--- config.mk ---
export PLATFORM = sky130hd
export DESIGN_NAME = multi_mode_limit_counter
export DESIGN_NICKNAME = d
export VERILOG_FILES = /design/src/rtl/mmlc_pkg.sv /design/src/rtl/mmlc_limit_step.sv /design/src/rtl/multi_mode_limit_counter.sv
export SDC_FILE = /design/constraint.sdc
export NUM_CORES = 1
export LEC_CHECK = 0
export ABC_AREA = 1
export BUFFER_PORTS_ARGS = -buffer_cell sky130_fd_sc_hd__buf_2
export CAP_MARGIN = 20
export CORE_ASPECT_RATIO = 0.9
export CORE_UTILIZATION = 60
export CTS_BUF_LIST = sky130_fd_sc_hd__clkbuf_4 sky130_fd_sc_hd__clkbuf_8
export CTS_CLUSTER_SIZE = 16
export DETAILED_ROUTE_END_ITERATION = 10
export GPL_TIMING_DRIVEN = 0
export PLACE_DENSITY = 0.89
export REMOVE_ABC_BUFFERS = 1
export SETUP_SLACK_MARGIN = 0.05
export SYNTH_ARGS = -nofsm -noshare
export SYNTH_HDL_FRONTEND = slang
export SYNTH_SLANG_ARGS = --single-unit
--- constraint.sdc ---
create_clock -name clk -period 3.95 [get_ports clk]
set_input_delay 0.395 -clock clk [delete_from_list [all_inputs] [get_ports clk]]
set_output_delay 0.395 -clock clk [all_outputs]
set_load 0.1 [all_outputs]
--- src/rtl/mmlc_pkg.sv ---
// Shared types for the multi-mode limit counter: FSM states and limit update direction.
package mmlc_pkg;

  typedef enum logic [0:0] {
    IDLE = 1'b0,
    RUN  = 1'b1
  } state_e;

  typedef enum logic [0:0] {
    SHRINK = 1'b0,
    GROW   = 1'b1
  } mode_e;

endpackage

--- src/rtl/mmlc_limit_step.sv ---
// Combinational per-pass limit update: computes the next terminal count and flags
// the pass that ends the sequence.
module mmlc_limit_step
  import mmlc_pkg::*;
#(
  parameter int WIDTH = 4
) (
  input  logic [WIDTH-1:0] cur_limit,
  input  logic [WIDTH-1:0] step,
  input  mode_e            mode,
  output logic [WIDTH-1:0] next_limit,
  output logic             terminal
);

  logic [WIDTH:0] sum_s;

  // The extra sum bit flags a grow result above the largest WIDTH-bit value.
  always_comb begin
    sum_s      = {1'b0, cur_limit} + {1'b0, step};
    next_limit = cur_limit;
    terminal   = 1'b0;
    case (mode)
      GROW: begin
        terminal   = sum_s[WIDTH];
        next_limit = sum_s[WIDTH-1:0];
      end
      SHRINK: begin
        terminal   = (cur_limit <= step);
        next_limit = cur_limit - step;
      end
      default: begin
        terminal   = 1'b1;
        next_limit = cur_limit;
      end
    endcase
  end

endmodule

--- src/rtl/multi_mode_limit_counter.sv ---
// Up-counter whose terminal count shrinks or grows by a step after each pass,
// with pause, abort, auto-reload and pass/sequence completion strobes.
module multi_mode_limit_counter
  import mmlc_pkg::*;
#(
  parameter int WIDTH = 4
) (
  input  logic             clk,
  input  logic             rst,
  input  logic             start,
  input  logic             stop,
  input  logic             en,
  input  logic             mode,
  input  logic             auto_reload,
  input  logic [WIDTH-1:0] limit_init,
  input  logic [WIDTH-1:0] step,
  output logic [WIDTH-1:0] count,
  output logic [WIDTH-1:0] cur_limit,
  output logic             busy,
  output logic             pass_done,
  output logic             seq_done,
  output logic             cfg_err
);

  state_e           state_q, state_d;
  mode_e            mode_q, mode_d;
  logic [WIDTH-1:0] count_q, count_d;
  logic [WIDTH-1:0] cur_limit_q, cur_limit_d;
  logic [WIDTH-1:0] init_q, init_d;
  logic [WIDTH-1:0] step_q, step_d;
  logic             reload_q, reload_d;
  logic             busy_q, busy_d;
  logic             pass_done_q, pass_done_d;
  logic             seq_done_q, seq_done_d;
  logic             cfg_err_q, cfg_err_d;
  logic [WIDTH-1:0] next_limit_s;
  logic             terminal_s;

  mmlc_limit_step #(.WIDTH(WIDTH)) u_limit_step (
    .cur_limit  (cur_limit_q),
    .step       (step_q),
    .mode       (mode_q),
    .next_limit (next_limit_s),
    .terminal   (terminal_s)
  );

  // Next-state logic: stop outranks everything but reset; pulses default low.
  always_comb begin
    state_d     = state_q;
    mode_d      = mode_q;
    count_d     = count_q;
    cur_limit_d = cur_limit_q;
    init_d      = init_q;
    step_d      = step_q;
    reload_d    = reload_q;
    pass_done_d = 1'b0;
    seq_done_d  = 1'b0;
    cfg_err_d   = 1'b0;
    if (stop) begin
      state_d = IDLE;
      count_d = {WIDTH{1'b0}};
    end else begin
      case (state_q)
        IDLE: begin
          count_d = {WIDTH{1'b0}};
          if (start) begin
            if ((limit_init == {WIDTH{1'b0}}) || (step == {WIDTH{1'b0}})) begin
              cfg_err_d = 1'b1;
            end else begin
              state_d     = RUN;
              init_d      = limit_init;
              step_d      = step;
              mode_d      = mode_e'(mode);
              reload_d    = auto_reload;
              cur_limit_d = limit_init;
            end
          end else begin
            state_d = IDLE;
          end
        end
        RUN: begin
          if (en) begin
            if (count_q < cur_limit_q) begin
              count_d = count_q + {{(WIDTH-1){1'b0}}, 1'b1};
            end else begin
              count_d     = {WIDTH{1'b0}};
              pass_done_d = 1'b1;
              if (terminal_s) begin
                seq_done_d = 1'b1;
                if (reload_q) begin
                  cur_limit_d = init_q;
                end else begin
                  state_d = IDLE;
                end
              end else begin
                cur_limit_d = next_limit_s;
              end
            end
          end else begin
            count_d = count_q;
          end
        end
        default: begin
          state_d = IDLE;
          count_d = {WIDTH{1'b0}};
        end
      endcase
    end
    busy_d = (state_d == RUN);
  end

  // State, configuration and output registers with synchronous reset.
  always_ff @(posedge clk) begin
    if (rst) begin
      state_q     <= IDLE;
      mode_q      <= SHRINK;
      count_q     <= {WIDTH{1'b0}};
      cur_limit_q <= {WIDTH{1'b0}};
      init_q      <= {WIDTH{1'b0}};
      step_q      <= {WIDTH{1'b0}};
      reload_q    <= 1'b0;
      busy_q      <= 1'b0;
      pass_done_q <= 1'b0;
      seq_done_q  <= 1'b0;
      cfg_err_q   <= 1'b0;
    end else begin
      state_q     <= state_d;
      mode_q      <= mode_d;
      count_q     <= count_d;
      cur_limit_q <= cur_limit_d;
      init_q      <= init_d;
      step_q      <= step_d;
      reload_q    <= reload_d;
      busy_q      <= busy_d;
      pass_done_q <= pass_done_d;
      seq_done_q  <= seq_done_d;
      cfg_err_q   <= cfg_err_d;
    end
  end

  assign count     = count_q;
  assign cur_limit = cur_limit_q;
  assign busy      = busy_q;
  assign pass_done = pass_done_q;
  assign seq_done  = seq_done_q;
  assign cfg_err   = cfg_err_q;

endmodule

==> metrics.md <==
| Metric | Value |
|---|---|
| Clock root buffer master | clkbuf_4 |
| Power Total | between 0.6 and 0.7 mW |
| Slack of the critical path | ~2.0 ns |
| Hold_buf cts | 0 |
| Clock latency on the worst-skew pair | 0.32 ns |
| Slew @ Worst Pin | 0.7392 ns |
| Core area | 2262 µm² |
| Vias in the first global route | 1231 |
| Clk sink count | 22 |
| DIE AREA | approximately 2700 µm² |
| Wire per inst | 12.64 µm |
| Commonest non-fill, non-tap cell in the layout | nand2_1 |
| Register Area | about 440 µm² |
| Clk slew on worst S/H paths | about 0.13 ns |
| Synthesized area | between 1000 and 1500 µm² |
| First-pass GRT wire length | between 5000 and 6000 µm |
| Crit path capture type | register |
| Row Count | 16 |
| Placed instance area | between 1500 and 2000 µm² |
| PostCTS Resize Cnt | 0 |
| H-tree Lvls | 1 |
| Nets@finish | approximately 260 |
| Setup TNS | 0 ns |
| DRC | 0 |
| Crit start category | register |
| Crit-path slowest cell | fa_1 |
| Final Util | 72.90% |
| Crit path required time | approximately 4.2 ns |
| Final Instance Area | around 1600 µm² |
| Critical path's most frequent cell | inv_1 |
| Final wirelength | 3222 µm |
| CTS max path bufs | 2 |
| Synth warn | 0 |
| RePlAce Congestion | about 0.82 |
| Synth top area cells | dfxtp_1 (30%), nand2_1 (11%), ha_1 (10%) |
| 1st-pass router iterations | 4 |
| Chip height | 49.18 µm |
| DP Worst Slack | roughly 2 ns |
| Total Routing Usage GR | between 20 and 30% |
| Initial DRC count | 38 |
| Number of antenna-violating nets in the routed design | 0 |
| Crit path kind | reg -> reg |
| Vias/cell | between 5 and 6 |
| Largest stage delay on the critical path | between 0.3 and 0.4 ns |
| Clk_skew | 0.003406 ns |
| Slew margin rel. | between 50% and 60% |
| Total grt overflow | 0 |
| Seq/Total Area, Yosys | 29.68% |
| PortBufs | 26 |
| Most frequent cells in the layout | nand2_1 (42), inv_1 (29), buf_2 (26) |
| Initial Util | between 60 and 70% |
| Max-cap violations | 0 |
| Leak Pwr | about 0.84 nW |
| Area of the multi-input gates | slightly below 900 µm² |
| Synthesized area per cell | between 7 and 8 µm² |
| Post-CTS Setup Inserts | 0 |
| Worst min path class | in -> reg |
| Cell variety after synth | 29 |
| Gate Count Post-Synth | ~200 |
| #FFs+latches synth | 22 |
| Min Tclk post-route | 1.995 ns |
| RSZ-0062 raised after global routing | false |
| Critical Path AT | 2.23 ns |
| Cell area power density | between 300 and 400 nW/µm² |
| Final setup vio count | 0 |
| Status | finished clean |
| Worst-path cell chain | inv_1, ha_1, inv_1, fa_1, o21ai_0, xor2_1, nand2_1, nand3_1, o21ai_1, nor2_1, nor2_2 |
| Initial antenna violation count | 0 |
| Layout cells sized above 1 | 21.93% |
| Upper clock frequency limit | approximately 500 MHz |
| Ant diodes | 0 |
| Area Overhead vs Synth | 11.13% |
| Final period utilization | approximately 50% |
| Final Hold Vio Count | 0 |
| Fillcell total | between 200 and 250 |
| CTS buffer count | 3 |
| Final Slew Violations | 0 |
| Routed vias | between 1000 and 1500 |
| Critical Path Fanout Max | 3 |
| Yosys top cell by area | dfxtp_1 |
| Synth top area share | 29.68% |
| TritonCTS clock tree | built |
| Peak VDD IR | 0.0004257 V |
| Detail Placement HPWL | ~2400 µm |
| I/O pins | 27 |
| Die Span X | about 54 µm |
| Largest net degree at the start of global routing | 21 |
[logic make-up after synthesis]
| kind of cell | after synthesis | synth area share (%) |
|---|---|---|
| AOI/OAI and AO/OA | 38 | 14.25 |
| xor gates and xnor gates | 2 | 1.181 |
| adders and majority gates | 14 | 12.82 |
| buffers and inverters | 36 | 11.30 |
| DFF | 22 | 29.68 |
| muxes | 1 | 0.6746 |
| and+or+nand+nor | 90 | 30.10 |
[path summary, 6_finish.rpt]
check | from | to | depth (start not counted) | slack, ns
max | cur_limit[0] | cur_limit[2] | 11 | 1.96
min | start | cfg_err | 3 | 0.34
max reg2reg | cur_limit[0] | cur_limit[2] | 11 | 1.96
min reg2reg | init_q[2] | init_q[2] | 2 | 0.47
[per-layer routing]
layer	vias up	share of wire, %	GRT usage [%]
met5	-	0	0
met4	0	1.6	5.128
met2	39	46	41.87
met1	620	47	37.82
met3	10	4.8	7.788
li1	694	-	-
[registers in the layout, indices dropped and copies added, names as in the netlist]
signal and flops:
count 4, cur_limit 4, init_q 4, step_q 4, busy 1, cfg_err 1
mode_q 1, pass_done 1, reload_q 1, seq_done 1
[power breakdown]
group / internal, mW / switching (mW) / total [mW]
clock: 0.103 / 0.0764 / 0.179
sequential: 0.234 / 0.0123 / 0.246
combinational: 0.0640 / 0.146 / 0.210
[through the flow]
stage                     cells  hold slack (ns)
after floorplan             198           0.4240
after global placement      251           0.4369
after detailed placement    251           0.4477
after CTS                   255           0.3392
after global routing        255           0.3298
final                       255           0.3416
[cell usage after synthesis]
cell	number
nor2_4	1
fa_1	2
nand3_1	13
o211a_1	1
xnor2_1	1
o21ai_0	14
nand4_1	1
clkbuf_1	1
nand2_1	42
buf_2	1
nor2_1	16
nor4_1	1
dfxtp_1	22
a21oi_4	1
xor2_1	1
nand2_2	3
buf_12	1
nor3_1	1
nand2_4	6
mux2i_1	1
ha_1	12
inv_2	2
o21ai_1	4
a21oi_1	17
buf_6	2
o31a_2	1
nand3_4	1
inv_1	29
nor2_2	5
[worst max-delay path, delay by kind of cell (launching register included)]
family	cells	cell delay [ns]
fa+ha+maj	2	0.53
simple gates	4	0.37
flops	1	0.34
compound gates	2	0.29
xor+xnor	1	0.21
buf+inv	2	0.16
[final cells by class]
cell class                      count  share of cell area (%)
Timing Repair Buffer               26                   7.891
Clock buffer                        3                   1.366
Sequential cell                    22                   26.71
Inverter                           31                   7.056
Multi-Input combinational cell    145                   53.11
Clock inverter                      1                   1.821
Tap cell                           27                   2.049
Note: power is estimated with default switching activity, not from simulation.
